**src/rtl/ccff_bitstream_loader_if.sv**
```systemverilog
// Bitstream input stream and readback stream between a bitstream source and the loader.
interface ccff_bitstream_loader_if #(
    parameter int unsigned WORD_W = 8
);
    logic [WORD_W-1:0] cfg_data;
    logic              cfg_valid;
    logic              cfg_ready;
    logic [WORD_W-1:0] rb_data;
    logic              rb_valid;

    modport master (
        output cfg_data,
        output cfg_valid,
        input  cfg_ready,
        input  rb_data,
        input  rb_valid
    );

    modport slave (
        input  cfg_data,
        input  cfg_valid,
        output cfg_ready,
        output rb_data,
        output rb_valid
    );
endinterface

```
**src/rtl/ccff_bitstream_loader.sv**
```systemverilog
// Configuration-chain writer: serializes bitstream words MSB-first onto ccff_head,
// qualifies each chain shift with ccff_shift_en and packs ccff_tail into readback words.
module ccff_bitstream_loader #(
    parameter int unsigned CHAIN_LEN = 65,
    parameter int unsigned WORD_W    = 8
) (
    input  logic                  prog_clk,
    input  logic                  pReset,
    input  logic                  start,
    ccff_bitstream_loader_if.slave bus,
    output logic                  ccff_head,
    output logic                  ccff_shift_en,
    input  logic                  ccff_tail,
    output logic                  busy,
    output logic                  done
);
    localparam int unsigned BCW = $clog2(CHAIN_LEN + 1);
    localparam int unsigned WCW = $clog2(WORD_W + 1);
    localparam int unsigned CW  = ((BCW > WCW) ? BCW : WCW) + 1;

    typedef enum logic [1:0] {
        ST_IDLE = 2'd0,
        ST_LOAD = 2'd1,
        ST_DONE = 2'd2
    } state_t;

    state_t            state, n_state;
    logic [BCW-1:0]    bit_cnt, n_bit;
    logic [WORD_W-1:0] buf_q, n_buf;
    logic [WCW-1:0]    buf_cnt, n_bufcnt;
    logic [WORD_W-1:0] rb_acc, n_acc;
    logic [WCW-1:0]    rb_cnt, n_rbcnt;
    logic [WORD_W-1:0] cap_word;
    logic              emit;
    logic [CW-1:0]     rem;
    logic [CW-1:0]     committed;

    // Next-state datapath: shift the buffer out, capture the tail, reload on accept.
    always_comb begin
        n_state  = state;
        n_bit    = bit_cnt;
        n_buf    = buf_q;
        n_bufcnt = buf_cnt;
        n_acc    = rb_acc;
        n_rbcnt  = rb_cnt;
        cap_word = rb_acc;
        emit     = 1'b0;
        rem      = '0;
        case (state)
            ST_IDLE, ST_DONE: begin
                if (start) begin
                    n_state  = ST_LOAD;
                    n_bit    = '0;
                    n_buf    = '0;
                    n_bufcnt = '0;
                    n_acc    = '0;
                    n_rbcnt  = '0;
                end
            end
            ST_LOAD: begin
                if (ccff_shift_en) begin
                    n_buf    = buf_q << 1;
                    n_bufcnt = buf_cnt - WCW'(1);
                    n_bit    = bit_cnt + BCW'(1);
                    // Accumulator stays left-aligned so a final partial word has zero low bits.
                    cap_word = rb_acc | (WORD_W'(ccff_tail) << (WCW'(WORD_W - 1) - rb_cnt));
                    if ((rb_cnt == WCW'(WORD_W - 1)) || (n_bit == BCW'(CHAIN_LEN))) begin
                        emit    = 1'b1;
                        n_acc   = '0;
                        n_rbcnt = '0;
                    end else begin
                        n_acc   = cap_word;
                        n_rbcnt = rb_cnt + WCW'(1);
                    end
                    if (n_bit == BCW'(CHAIN_LEN)) begin
                        n_state = ST_DONE;
                    end
                end
                if (bus.cfg_valid && bus.cfg_ready) begin
                    // Only as many bits as the chain still needs; surplus low bits are dropped.
                    n_buf    = bus.cfg_data;
                    rem      = CW'(CHAIN_LEN) - CW'(n_bit);
                    n_bufcnt = (rem > CW'(WORD_W)) ? WCW'(WORD_W) : WCW'(rem);
                end
            end
            default: n_state = ST_IDLE;
        endcase
    end

    // Bits already shifted plus bits held: once this reaches CHAIN_LEN no further word is taken.
    assign committed = CW'(n_bit) + CW'(n_bufcnt);

    // State, datapath and registered outputs, all derived from the next-state values.
    always_ff @(posedge prog_clk or posedge pReset) begin
        if (pReset) begin
            state         <= ST_IDLE;
            bit_cnt       <= '0;
            buf_q         <= '0;
            buf_cnt       <= '0;
            rb_acc        <= '0;
            rb_cnt        <= '0;
            bus.cfg_ready <= 1'b0;
            bus.rb_data   <= '0;
            bus.rb_valid  <= 1'b0;
            ccff_head     <= 1'b0;
            ccff_shift_en <= 1'b0;
            busy          <= 1'b0;
            done          <= 1'b0;
        end else begin
            state         <= n_state;
            bit_cnt       <= n_bit;
            buf_q         <= n_buf;
            buf_cnt       <= n_bufcnt;
            rb_acc        <= n_acc;
            rb_cnt        <= n_rbcnt;
            // Ready with an empty buffer, or with one bit left that shifts out this cycle.
            bus.cfg_ready <= (n_state == ST_LOAD) && (committed < CW'(CHAIN_LEN)) &&
                             ((n_bufcnt == '0) || (n_bufcnt == WCW'(1)));
            bus.rb_valid  <= emit;
            if (emit) begin
                bus.rb_data <= cap_word;
            end
            ccff_head     <= n_buf[WORD_W-1];
            ccff_shift_en <= (n_state == ST_LOAD) && (n_bufcnt != '0);
            busy          <= (n_state == ST_LOAD);
            done          <= (n_state == ST_DONE);
        end
    end
endmodule
```
**src/flat_wrapper.sv**
```systemverilog
// flat-port wrapper written by rule: the top's interface ports become plain ports
module ccff_bitstream_loader_flat 
#(
    parameter int unsigned CHAIN_LEN = 65,
    parameter int unsigned WORD_W    = 8
)
  (prog_clk, pReset, start, ccff_head, ccff_shift_en, ccff_tail, busy, done, bus_cfg_data, bus_cfg_valid, bus_cfg_ready, bus_rb_data, bus_rb_valid);
  ccff_bitstream_loader_if #(.WORD_W(WORD_W)) bus_i ();
  input  logic prog_clk;
  input  logic pReset;
  input  logic start;
  output logic ccff_head;
  output logic ccff_shift_en;
  input  logic ccff_tail;
  output logic busy;
  output logic done;
  input wire logic [$bits(bus_i.cfg_data)-1:0] bus_cfg_data;
  input wire logic [$bits(bus_i.cfg_valid)-1:0] bus_cfg_valid;
  output wire logic [$bits(bus_i.cfg_ready)-1:0] bus_cfg_ready;
  output wire logic [$bits(bus_i.rb_data)-1:0] bus_rb_data;
  output wire logic [$bits(bus_i.rb_valid)-1:0] bus_rb_valid;
  assign bus_i.cfg_data = bus_cfg_data;
  assign bus_i.cfg_valid = bus_cfg_valid;
  assign bus_cfg_ready = bus_i.cfg_ready;
  assign bus_rb_data = bus_i.rb_data;
  assign bus_rb_valid = bus_i.rb_valid;
  ccff_bitstream_loader #(.CHAIN_LEN(CHAIN_LEN), .WORD_W(WORD_W)) u_core (.prog_clk(prog_clk), .pReset(pReset), .start(start), .bus(bus_i), .ccff_head(ccff_head), .ccff_shift_en(ccff_shift_en), .ccff_tail(ccff_tail), .busy(busy), .done(done));
endmodule
```
**config.mk**
```make
export PLATFORM = sky130hd
export DESIGN_NAME = ccff_bitstream_loader_flat
export DESIGN_NICKNAME = d
export VERILOG_FILES = /design/src/rtl/ccff_bitstream_loader_if.sv /design/src/rtl/ccff_bitstream_loader.sv /design/src/flat_wrapper.sv
export SDC_FILE = /design/constraint.sdc
export NUM_CORES = 1
export LEC_CHECK = 0
export CORE_UTILIZATION = 61
export CTS_CLUSTER_DIAMETER = 200
export DETAILED_ROUTE_END_ITERATION = 8
export GPL_TIMING_DRIVEN = 1
export PLACE_DENSITY = 0.95
export SYNTH_ARGS = -nofsm -noshare
export SYNTH_HDL_FRONTEND = slang
export SYNTH_SLANG_ARGS = --single-unit
```
**constraint.sdc**
```tcl
create_clock -name prog_clk -period 11.9 [get_ports prog_clk]
set_clock_uncertainty 0.15 [all_clocks]
set_input_delay 1.19 -clock prog_clk [delete_from_list [all_inputs] [get_ports prog_clk]]
set_output_delay 1.19 -clock prog_clk [all_outputs]
set_load 0.01 [all_outputs]
```
==> flow_summary.json <==
{
  "met1_length_mm": 2.782,
  "nFillCells": 289,
  "drc": 0,
  "seq_area_um2": 1151,
  "tns_ns": 0,
  "finalCriticalPeriod_ns": 5.157,
  "r2r_setup_slack_ns": 6.83,
  "dieArea_um2": 4595,
  "p_int_uw": 497.8,
  "htree_levels": 2,
  "crit_required_ns": 11.99,
  "grt_pass1_wl_mm": 10.04,
  "postCtsSetupRepairBufs": 0,
  "crit_slowest_cell": "o22ai_1",
  "cellLeakagePower_uw": 0.001344,
  "clockBufferDepth": 2,
  "chipWidth_um": 67.79,
  "syn_nets": 312,
  "power_uw": 909.3,
  "ys_seq_elements": 46,
  "grt_overflow": 0,
  "yosys-mux-area-fraction_pct": 3.033,
  "insertion_delay_ns": 0.30,
  "setup_viol": 0,
  "synth_edf_count": 0,
  "cp_top_family": "compound AO/OA/AOI/OAI gates",
  "cts_tree": "yes",
  "die_height_um": 67.79,
  "finalCritPeriodShare_pct": 43.34,
  "rsz0062_at_grt": "no",
  "maxCapViolCount": 0,
  "cp_common_cell": "nand2_1",
  "core_region_area_um2": 4086,
  "io_buffers": 26,
  "synth_top_family_by_area": "compound AO/OA/AOI/OAI gates",
  "tightest_slew_ns": 1.035,
  "drt_iter0_drc": 185,
  "final_area_um2": 3034,
  "seqPwrFrac_pct": 30.7,
  "yosys.area.top_type": "dfrtp_1",
  "cp_max_fo": 9,
  "synth_compound_area_share_pct": 21.94,
  "crit_chain": "clkdlybuf4s50_1 > nand2_1 > nand2_1 > o22ai_1 > nand2_1 > o21ai_1 > a21oi_1 > inv_1 > ha_1 > a21o_1 > a21o_1 > xor2_1 > nor4b_1 > o21ai_0 > and2_1 > o221ai_1 > and4_1",
  "start_kind": "primary input",
  "slew_viol_final": 0,
  "avgSynthCellArea_um2": 9.135,
  "drt-wirelength-per-cell_um": 16.66,
  "cts_buffers": 5,
  "grt_antenna_before_repair": 0,
  "holdBufCountCts": 0,
  "drt-pass1-iter-count": 5,
  "synthTopCellsByArea": "dfrtp_1, a21oi_1, nand2_1",
  "num_rows": 23,
  "diodes": 0,
  "path_class": "primary input to flip-flop",
  "power.density_nw_per_um2": 299.7,
  "place_hpwl_mm": 4.153,
  "finalHoldViolCount": 0,
  "pwr-share-clk_pct": 12.8,
  "ys.flop_type": "dfrtp_1",
  "antenna_left": 0,
  "nNetsFinal": 336,
  "synth_warnings": 0,
  "synth_cell_types": 52,
  "crit_arrival_ns": 5.25,
  "vias_per_cell": 6.250,
  "wl_met2_mm": 2.915,
  "synth_fa_ha_area_share_pct": 5.024,
  "slew_headroom_pct": 30.78,
  "synth_xor_area_share_pct": 2.322,
  "clock-root-buffer": "clkbuf_8",
  "cts_sinks": 46,
  "syn2layout_area_growth_pct": 14.93,
  "place_area_um2": 2924,
  "max_freq_ghz": 0.1939,
  "cts_resized": 0,
  "synth_top_area_share_pct": 43.60,
  "status": "complete, no violations",
  "cp_slowest_stage_delay_ns": 0.58,
  "synth-simple-area-share_pct": 19.34,
  "grt_usage_pct": 29.54,
  "wl_met3_um": 218,
  "multi_input_area_um2": 1364,
  "vias": 2275,
  "endpoint_kind": "flip-flop",
  "ios": 27,
  "gp_congestion": 0.9373,
  "hold_ws_ns": 0.3392,
  "drive_gt1_share_pct": 5.096,
  "ir_worst_vdd_mv": 0.1583,
  "grt_pass1_vias": 2208,
  "drt-total-wl_mm": 6.064,
  "syn_inst": 289,
  "power.net_switching_uw": 411.4,
  "grt_max_degree": 47,
  "crit_buf_inv": 2,
  "start_util_pct": 64.61,
  "fin_util_pct": 74.25,
  "topRoutingLayerUsed": "met4",
  "seq_area_frac_synth_pct": 43.60,
  "clk_pin_slew_ns": 0.09,
  "worst_hold_path_type": "flip-flop to flip-flop",
  "synthesis.area_um2": 2640,
  "switching_share_pct": 45.25,
  "synthArstFlopShare_pct": 100.0,
  "p_comb_share_pct": 56.5
}
-- worst min-delay path, delay by kind of cell, from the launching register on --
kind               cells  cell delay (ns)
AOI/OAI and AO/OA      1             0.06
and+or+nand+nor        1             0.05
DFF                    1             0.35
-- layout by cell type (no fill, tap or decap), drive strengths merged, types with 5 or more instances in the layout --
master	instances
dfrtp	46
a21oi	27
a21o	5
ha	9
mux2i	8
nand3	6
nand2	33
nor2b	10
o21ai	25
clkbuf	6
inv	18
o22ai	6
nor2	20
clkdlybuf4s50	26
xnor2	5
-- power by group through the flow --
| stage | registers, uW | clock network (uW) | logic (uW) |
|---|---|---|---|
| 3_3_place_gp | 276 | 0 | 470 |
| 2_1_floorplan | 260 | 0 | 378 |
| 6_report | 279 | 116 | 514 |
| 3_5_place_dp | 280 | 0 | 495 |
| 5_1_grt | 287 | 125 | 569 |
| 4_1_cts | 277 | 118 | 509 |
-- cell type report --
type,instances,area share (%)
sequential,46,37.94
inverter,19,2.351
multi-input combinational,213,44.95
timing repair buffer,28,9.072
tap,50,2.062
clock buffer,6,2.392
clock inverter,2,1.237
-- per-layer routing --
metal / up-vias / GRT usage (%)
li1: 1083 / -
met3: 14 / 4.392
met5: - / 0
met1: 1115 / 39.27
met2: 63 / 47.15
met4: 0 / 13.80
-- final timing paths --
path | startpoint | to | cells past startpoint
min in group asynchronous | pReset | u_core.buf_q[5] | 3
setup reg to reg | u_core.bit_cnt[0] | u_core.bus.cfg_ready | 19
hold / removal | u_core.buf_q[6] | u_core.buf_q[6] | 2
setup / recovery | bus_cfg_valid | u_core.bus.cfg_ready | 17
max in group asynchronous | pReset | u_core.bit_cnt[5] | 3
hold reg to reg | u_core.buf_q[6] | u_core.buf_q[6] | 2
-- cells by family after synthesis --
| group | after synthesis |
|---|---|
| and+or+nand+nor | 98 |
| muxes | 8 |
| xor gates and xnor gates | 7 |
| buffers and inverters | 30 |
| adders and majority gates | 10 |
| DFF | 46 |
| AOI/OAI and AO/OA | 90 |
-- through the flow --
step | cells | setup WS (ns)
2_1_floorplan | 289 | 7.600
3_3_place_gp | 356 | 6.902
3_5_place_dp | 356 | 6.606
4_1_cts | 364 | 6.802
5_1_grt | 364 | 6.517
6_report | 364 | 6.743
-- sequential cells by signal, indices dropped and copies added (netlist names) --
| register | cells |
|---|---|
| u_core.bit_cnt | 7 |
| u_core.buf_cnt | 4 |
| u_core.buf_q | 7 |
| u_core.bus.cfg_ready | 1 |
| u_core.bus.rb_data | 8 |
| u_core.bus.rb_valid | 1 |
| u_core.busy | 1 |
| u_core.ccff_head | 1 |
| u_core.ccff_shift_en | 1 |
| u_core.done | 1 |
| u_core.rb_acc | 8 |
| u_core.rb_cnt | 4 |
| u_core.state | 2 |
-- synth_stat cells (all sizes together) (5+ instances only) --
cell type and count:
xnor2 5, nand3 6, nor2b 10, nand2 33, mux2i 8, o22ai 6, a21oi 27, o21ai 25
dfrtp 46, buf 7, nor2 20, a21o 5, inv 19, ha 9
Power figures use the tool's default switching activity.
